--- config.mk ---
export PLATFORM = sky130hd
export DESIGN_NAME = dac_frame_rx
export DESIGN_NICKNAME = d
export VERILOG_FILES = /design/src/rtl/dac_frame_rx_pkg.sv /design/src/rtl/dac_frame_rx_sync_edge.sv /design/src/rtl/dac_frame_rx.sv
export SDC_FILE = /design/constraint.sdc
export NUM_CORES = 1
export LEC_CHECK = 0
export CAP_MARGIN = 20
export CORE_MARGIN = 5
export CORE_UTILIZATION = 30
export DETAILED_ROUTE_END_ITERATION = 8
export GPL_ROUTABILITY_DRIVEN = 0
export GPL_TIMING_DRIVEN = 1
export PLACE_DENSITY_LB_ADDON = 0.15
export SYNTH_ARGS = -nofsm -noshare
export SYNTH_HDL_FRONTEND = slang
export SYNTH_SLANG_ARGS = --single-unit
--- constraint.sdc ---
create_clock -name clk -period 2 [get_ports clk]
set_input_delay 0.4 -clock clk [delete_from_list [all_inputs] [get_ports clk]]
set_output_delay 0.4 -clock clk [all_outputs]
set_load 0.02 [all_outputs]
--- src/rtl/dac_frame_rx_pkg.sv ---
// -----------------------------------------------------------------------------
// dac_frame_rx_pkg
// Shared definitions for the DAC frame receiver: bank command encodings,
// broadcast address, frame field bit positions, FSM state type and the
// channel-select decode used by the register bank.
// -----------------------------------------------------------------------------
package dac_frame_rx_pkg;

    localparam int NUM_CH = 4;
    localparam int DATA_W = 12;
    localparam int ADDR_W = 4;
    localparam int CMD_W  = 4;

    localparam logic [CMD_W-1:0] CMD_WRITE         = 4'b0000;
    localparam logic [CMD_W-1:0] CMD_UPDATE        = 4'b0001;
    localparam logic [CMD_W-1:0] CMD_WRITE_UPD_ALL = 4'b0010;
    localparam logic [CMD_W-1:0] CMD_WRITE_UPD     = 4'b0011;

    localparam logic [ADDR_W-1:0] ADDR_ALL = 4'b1111;

    // Field positions inside a 32-bit frame (bit 31 is shifted in first).
    localparam int DATA_MSB = 27;
    localparam int DATA_LSB = 16;
    localparam int ADDR_MSB = 15;
    localparam int ADDR_LSB = 12;
    localparam int CMD_MSB  = 11;
    localparam int CMD_LSB  = 8;

    typedef enum logic [1:0] {
        IDLE  = 2'd0,
        SHIFT = 2'd1,
        DONE  = 2'd2
    } rx_state_t;

    // One-hot channel select; addresses outside 0..3 and ADDR_ALL select nothing.
    function automatic logic [NUM_CH-1:0] addr_sel(input logic [ADDR_W-1:0] addr);
        logic [NUM_CH-1:0] sel;
        sel = '0;
        if (addr == ADDR_ALL) begin
            sel = '1;
        end else if (addr < ADDR_W'(NUM_CH)) begin
            sel[addr[1:0]] = 1'b1;
        end
        return sel;
    endfunction

endpackage

--- src/rtl/dac_frame_rx_sync_edge.sv ---
// -----------------------------------------------------------------------------
// sync_edge
// Multi-flop synchroniser for one asynchronous input, with single-cycle
// rising/falling edge strobes derived from the synchronised level.
//   clk   in   system clock
//   rst   in   async active-high reset (all stages cleared to 0)
//   din   in   asynchronous input
//   sync  out  synchronised level (STAGES flops deep)
//   rise  out  one-cycle strobe on a synchronised 0->1 transition
//   fall  out  one-cycle strobe on a synchronised 1->0 transition
// -----------------------------------------------------------------------------
module sync_edge
    import dac_frame_rx_pkg::*;
#(
    parameter int STAGES = 2
) (
    input  logic clk,
    input  logic rst,
    input  logic din,
    output logic sync,
    output logic rise,
    output logic fall
);

    logic [STAGES-1:0] pipe;
    logic              prev;

    always_ff @(posedge clk or posedge rst) begin
        if (rst) begin
            pipe <= '0;
            prev <= 1'b0;
        end else begin
            pipe <= {pipe[STAGES-2:0], din};
            prev <= pipe[STAGES-1];
        end
    end

    assign sync = pipe[STAGES-1];
    assign rise = sync & ~prev;
    assign fall = ~sync & prev;

endmodule

--- src/rtl/dac_frame_rx.sv ---
// -----------------------------------------------------------------------------
// dac_frame_rx
// Receive-side DAC emulator: oversamples the SPI link in the clk domain,
// deserialises 32-bit frames (mode 0, MSB first), decodes data/addr/cmd and
// drives a four-channel input/DAC register bank.
//
// Ports
//   clk, rst               system clock, async active-high reset
//   spi_sck, spi_mosi      serial clock / data from the transmitter (async)
//   dac_cs                 frame select, active-low (async)
//   dac_clr                bank clear, active-low (async)
//   rx_valid / rx_err      one-cycle pulse: good frame / wrong bit count
//   rx_data/addr/cmd       fields of the last good frame
//   ch_a..ch_d             DAC registers of channels 0..3
//
// Build option
//   DAC_FRAME_RX_BANK_EN   defined: register bank present.
//                          undefined: no bank, ch_* tied to 0.
//
// FSM
//   state | meaning
//   IDLE  | cs high or re-arming; shift register and counter held clear
//   SHIFT | frame open; each sck rise shifts one bit, counter saturates
//   DONE  | one cycle after cs rose; verdict was registered on entry
// -----------------------------------------------------------------------------
module dac_frame_rx
    import dac_frame_rx_pkg::*;
#(
    parameter int FRAME_BITS  = 32,
    parameter int SYNC_STAGES = 2
) (
    input  logic              clk,
    input  logic              rst,
    input  logic              spi_sck,
    input  logic              spi_mosi,
    input  logic              dac_cs,
    input  logic              dac_clr,
    output logic              rx_valid,
    output logic              rx_err,
    output logic [DATA_W-1:0] rx_data,
    output logic [ADDR_W-1:0] rx_addr,
    output logic [CMD_W-1:0]  rx_cmd,
    output logic [DATA_W-1:0] ch_a,
    output logic [DATA_W-1:0] ch_b,
    output logic [DATA_W-1:0] ch_c,
    output logic [DATA_W-1:0] ch_d
);

    localparam logic [5:0] CNT_FULL = 6'(FRAME_BITS);
    localparam logic [5:0] CNT_SAT  = 6'(FRAME_BITS + 1);

    logic sck_rise;
    logic mosi_sync;
    logic cs_rise, cs_fall;
    logic clr_n_sync;

    logic unused_sck_sync, unused_sck_fall;
    logic unused_mosi_rise, unused_mosi_fall;
    logic unused_cs_sync;
    logic unused_clr_rise, unused_clr_fall;

    sync_edge #(.STAGES(SYNC_STAGES)) u_sync_sck (
        .clk (clk), .rst (rst), .din (spi_sck),
        .sync(unused_sck_sync), .rise(sck_rise), .fall(unused_sck_fall)
    );

    sync_edge #(.STAGES(SYNC_STAGES)) u_sync_mosi (
        .clk (clk), .rst (rst), .din (spi_mosi),
        .sync(mosi_sync), .rise(unused_mosi_rise), .fall(unused_mosi_fall)
    );

    sync_edge #(.STAGES(SYNC_STAGES)) u_sync_cs (
        .clk (clk), .rst (rst), .din (dac_cs),
        .sync(unused_cs_sync), .rise(cs_rise), .fall(cs_fall)
    );

    sync_edge #(.STAGES(SYNC_STAGES)) u_sync_clr (
        .clk (clk), .rst (rst), .din (dac_clr),
        .sync(clr_n_sync), .rise(unused_clr_rise), .fall(unused_clr_fall)
    );

    rx_state_t state, state_nxt;

    logic                  shift_en;
    logic                  cnt_clr;
    logic                  frame_ok;
    logic                  frame_bad;
    logic [FRAME_BITS-1:0] shreg;
    logic [5:0]            bit_cnt;

    logic [DATA_W-1:0] frame_data;
    logic [ADDR_W-1:0] frame_addr;
    logic [CMD_W-1:0]  frame_cmd;
    logic              unused_frame_msb;

    assign frame_data       = shreg[DATA_MSB:DATA_LSB];
    assign frame_addr       = shreg[ADDR_MSB:ADDR_LSB];
    assign frame_cmd        = shreg[CMD_MSB:CMD_LSB];
    assign unused_frame_msb = shreg[FRAME_BITS-1];

    always_ff @(posedge clk or posedge rst) begin
        if (rst) begin
            state <= IDLE;
        end else begin
            state <= state_nxt;
        end
    end

    // The verdict is taken on the SHIFT->DONE transition so that rx_valid,
    // the fields and the bank all change on the edge that enters DONE.
    // An sck edge coinciding with the cs rise is deliberately not shifted.
    always_comb begin
        state_nxt = state;
        shift_en  = 1'b0;
        cnt_clr   = 1'b0;
        frame_ok  = 1'b0;
        frame_bad = 1'b0;
        if (!clr_n_sync) begin
            state_nxt = IDLE;
            cnt_clr   = 1'b1;
        end else begin
            case (state)
                IDLE: begin
                    cnt_clr = 1'b1;
                    if (cs_fall) begin
                        state_nxt = SHIFT;
                    end
                end
                SHIFT: begin
                    if (cs_rise) begin
                        state_nxt = DONE;
                        if (bit_cnt == CNT_FULL) begin
                            frame_ok = 1'b1;
                        end else begin
                            frame_bad = 1'b1;
                        end
                    end else if (sck_rise) begin
                        shift_en = 1'b1;
                    end
                end
                DONE: begin
                    state_nxt = IDLE;
                end
                default: begin
                    state_nxt = IDLE;
                end
            endcase
        end
    end

    always_ff @(posedge clk or posedge rst) begin
        if (rst) begin
            shreg    <= '0;
            bit_cnt  <= '0;
            rx_valid <= 1'b0;
            rx_err   <= 1'b0;
            rx_data  <= '0;
            rx_addr  <= '0;
            rx_cmd   <= '0;
        end else begin
            if (cnt_clr) begin
                shreg   <= '0;
                bit_cnt <= '0;
            end else if (shift_en) begin
                shreg <= {shreg[FRAME_BITS-2:0], mosi_sync};
                if (bit_cnt != CNT_SAT) begin
                    bit_cnt <= bit_cnt + 6'd1;
                end
            end
            rx_valid <= frame_ok;
            rx_err   <= frame_bad;
            if (frame_ok) begin
                rx_data <= frame_data;
                rx_addr <= frame_addr;
                rx_cmd  <= frame_cmd;
            end
        end
    end

`ifdef DAC_FRAME_RX_BANK_EN
    logic [DATA_W-1:0] in_reg  [NUM_CH];
    logic [DATA_W-1:0] dac_reg [NUM_CH];
    logic [NUM_CH-1:0] sel;

    assign sel = addr_sel(frame_addr);

    always_ff @(posedge clk or posedge rst) begin
        if (rst) begin
            for (int i = 0; i < NUM_CH; i++) begin
                in_reg[i]  <= '0;
                dac_reg[i] <= '0;
            end
        end else if (!clr_n_sync) begin
            for (int i = 0; i < NUM_CH; i++) begin
                in_reg[i]  <= '0;
                dac_reg[i] <= '0;
            end
        end else if (frame_ok) begin
            for (int i = 0; i < NUM_CH; i++) begin
                case (frame_cmd)
                    CMD_WRITE: begin
                        if (sel[i]) in_reg[i] <= frame_data;
                    end
                    CMD_UPDATE: begin
                        if (sel[i]) dac_reg[i] <= in_reg[i];
                    end
                    CMD_WRITE_UPD_ALL: begin
                        // The freshly written channel must reach its DAC
                        // register in the same cycle, so bypass in_reg there.
                        if (|sel) begin
                            if (sel[i]) begin
                                in_reg[i]  <= frame_data;
                                dac_reg[i] <= frame_data;
                            end else begin
                                dac_reg[i] <= in_reg[i];
                            end
                        end
                    end
                    CMD_WRITE_UPD: begin
                        if (sel[i]) begin
                            in_reg[i]  <= frame_data;
                            dac_reg[i] <= frame_data;
                        end
                    end
                    default: begin
                    end
                endcase
            end
        end
    end

    assign ch_a = dac_reg[0];
    assign ch_b = dac_reg[1];
    assign ch_c = dac_reg[2];
    assign ch_d = dac_reg[3];
`else
    assign ch_a = '0;
    assign ch_b = '0;
    assign ch_c = '0;
    assign ch_d = '0;
`endif

endmodule

==> results by group <==
Power
  • Leakage: 1.72 nW
  • Pwr dens: 828 nW/um^2
  • Worst vdd rail ir drop: 0.000442 V

Die
  • Initial Util: 30.8%
  • Die Y: 110 um
  • IO Pins: 76
  • Die ar.: 12100 um^2
  • Rows: 36
  • Core Region: 9770 um^2
  • Die W: 110 um

Outcome
  • Outcome: finished clean

Flow run
  • Number of max-cap violations: 0

Placed design
  • Dpl hpwl: 3.18 mm
  • Placed cell areas: 3270 um^2
  • Dpl ws: 0.314 ns
  • Port Buf Inserts: 27

Clocking
  • Post-CTS Hold Fix Bufs: 0
  • Total CTS buffers: 9
  • Gates resized, CTS repair: 0
  • Clk_lat worst skew: 0.34 ns
  • Clock transition at path regs: 0.07 ns
  • Post-CTS repair timing setup buffer count: 0
  • H-tree levels: 3
  • Root Buffer Master: clkbuf_8
  • CTS Sinks: 68
  • Bufs on Longest Clock Path: 2
  • CTS tree: done

Timing
  • Endpoints failing setup: 0
  • Setup WS post-layout: 0.283 ns
  • Fmax: 0.583 GHz
  • RSZ-0062 raised after global routing: no
  • Fin crit share: 85.8%
  • Min Clock Period, post-route: 1.72 ns
  • Final hold vios: 0
  • Final Skew: 0.00856 ns
  • Setup_tns: 0 ns
  • Final slew viol count: 0

Global route
  • First-pass GRT wire length: 7.79 mm
  • GR Util All Layers: 8.64%
  • Largest net degree at the start of global routing: 69
  • GRT overflow: 0
  • Number of global-route vias before repair: 1549
  • Initial antenna violation count: 0

Synth
  • Synth top area share: 56.5%
  • Seq cells post-synth: 68
  • Syn Area/Cell: 13.9 um^2
  • Number of synthesized flops with an enable pin: 0
  • Yosys cell types: 35
  • Top FF cell, synth: dfrtp_1
  • Synth Cell Area: 3010 um^2
  • Post-Synthesis Cells: 217
  • FFs w/ async S/R, synth: 100%
  • Ys Warns: 0
  • Leading area contributor after synthesis: dfrtp_1
  • Seq/Total Area, Yosys: 56.5%
  • Largest cells by area after synthesis: dfrtp_1 57%, buf_4 13%, mux2_4 9.5%

Worst setup path
  • Delay-heaviest family, CP: buffers and inverters
  • Critical path arrival: 1.32 ns
  • Type of origin of the critical path: register
  • CP Buf/Inv Count: 1
  • Worst path slowest cell: clkdlybuf4s50_1
  • Crit Path Category: register to output pin
  • Worst Path Required: 1.60 ns
  • Largest stage delay on the critical path: 0.61 ns
  • Max Fanout on Critical Path: 2
  • Crit path capture type: output pin
  • Cells along the critical path: clkdlybuf4s50_1

Final layout
  • Fraction of layout cells with a size suffix above 1: 18.8%
  • Final instance area: 3510 um^2
  • Area delta synth->final: 16.5%
  • NumNets Final: 260
  • Antenna cells: 0

Drt
  • Residual DRC count: 0
  • Initial DRC Count: 26
  • Antenna viol nets, final: 0
  • WL/cell: 12.4 um
  • DRT Pass-1 Iters: 3
  • DR vias: 1557
  • Drt via density: 4.00
  • Final wirelength: 4.83 mm

Min path
  • Worst hold-check path type: register to register
## flip-flops by register name, indices dropped and copies added (netlist names)
register          count
bit_cnt               6
rx_addr               4
rx_cmd                4
rx_data              12
rx_err                1
rx_valid              1
shreg                28
state                 2
u_sync_clr.pipe       2
u_sync_cs.pipe        2
u_sync_cs.prev        1
u_sync_mosi.pipe      2
u_sync_sck.pipe       2
u_sync_sck.prev       1
## cell usage after synthesis, types with 2 or more instances
library cell,count
nor2_1,3
mux2i_1,2
ha_1,3
nand2b_1,3
mux2_4,19
inv_1,4
nand2_1,6
o21a_1,3
a22o_1,28
buf_6,2
xnor2_1,2
buf_4,51
dfrtp_1,68
clkbuf_1,2
## final timing paths
| kind | from | endpoint | slack, ns | depth (start not counted) |
|---|---|---|---|---|
| min in group asynchronous | rst | bit_cnt[2] | 0.50 | 3 |
| hold / removal | u_sync_sck.pipe[0] | u_sync_sck.pipe[1] | 0.35 | 0 |
| setup / recovery | rx_cmd[1] | rx_cmd[1] | 0.28 | 1 |
| max in group asynchronous | rst | rx_cmd[1] | 1.22 | 3 |
| hold reg to reg | u_sync_sck.pipe[0] | u_sync_sck.pipe[1] | 0.35 | 0 |
| setup reg to reg | bit_cnt[2] | rx_data[11] | 0.30 | 4 |
## power breakdown
part	internal (mW)	switching [mW]	total, mW	leakage [nW]
sequential	1.39	0.00790	1.39	0.926
combinational	0.0243	0.130	0.155	0.671
clock	0.831	0.525	1.36	0.120
total	2.24	0.663	2.90	1.72
## per-layer routing
metal  wire length [um]  global-route usage (%)  part of all wire, %  up-vias
met4                 76                    3.43                  1.6        0
met2               2250                    13.1                   47       51
met1               2140                    10.9                   44      762
li1                   -                       -                    -      738
met5                  0                       0                    0        -
met3                363                    3.73                  7.5        6
## through the flow
step	utilization (%)	power [mW]	instances	hold slack (ns)
2_1_floorplan	-	1.62	264	0.331
3_3_place_gp	33.4	1.58	373	0.333
3_5_place_dp	33.4	1.58	373	0.335
4_1_cts	35.9	2.96	389	0.351
5_1_grt	35.9	3.03	389	0.356
6_report	35.9	2.90	389	0.348
## logic make-up (layout without fill, tap and decap cells)
| logic type | Yosys count | count (layout) | share of synthesized area (%) |
|---|---|---|---|
| xor gates and xnor gates | 2 | 2 | 0.582 |
| adders and majority gates | 3 | 3 | 1.25 |
| buffers and inverters | 60 | 52 | 14.4 |
| DFF | 68 | 68 | 56.5 |
| other | 1 | 48 | 0.125 |
| AOI/OAI and AO/OA | 37 | 37 | 11.0 |
| muxes | 22 | 22 | 10.5 |
| and+or+nand+nor | 24 | 24 | 5.65 |
## area by class of cell
cell class,instances,area [um^2]
repair buffers,32,320
clock inverters,6,113
multi-input cells,136,1060
well taps,133,166
clock buffers,10,128
inverters,4,18.8
fillers,973,6270
flip-flops and latches,68,1700
## layout by cell type, fill, tap and decap left out, types with 2 or more instances in the layout
master           instances
dfrtp_1                 68
conb_1                  48
a22o_1                  28
clkdlybuf4s50_1         27
mux2_4                  19
clkbuf_8                 9
nand2_1                  6
buf_4                    4
nand2b_1                 3
inv_1                    3
o21a_1                   3
nor2_1                   3
ha_1                     3
bufinv_16                3
mux2i_1                  2
xnor2_1                  2
clkinv_4                 2
Power figures use the tool's default switching activity.
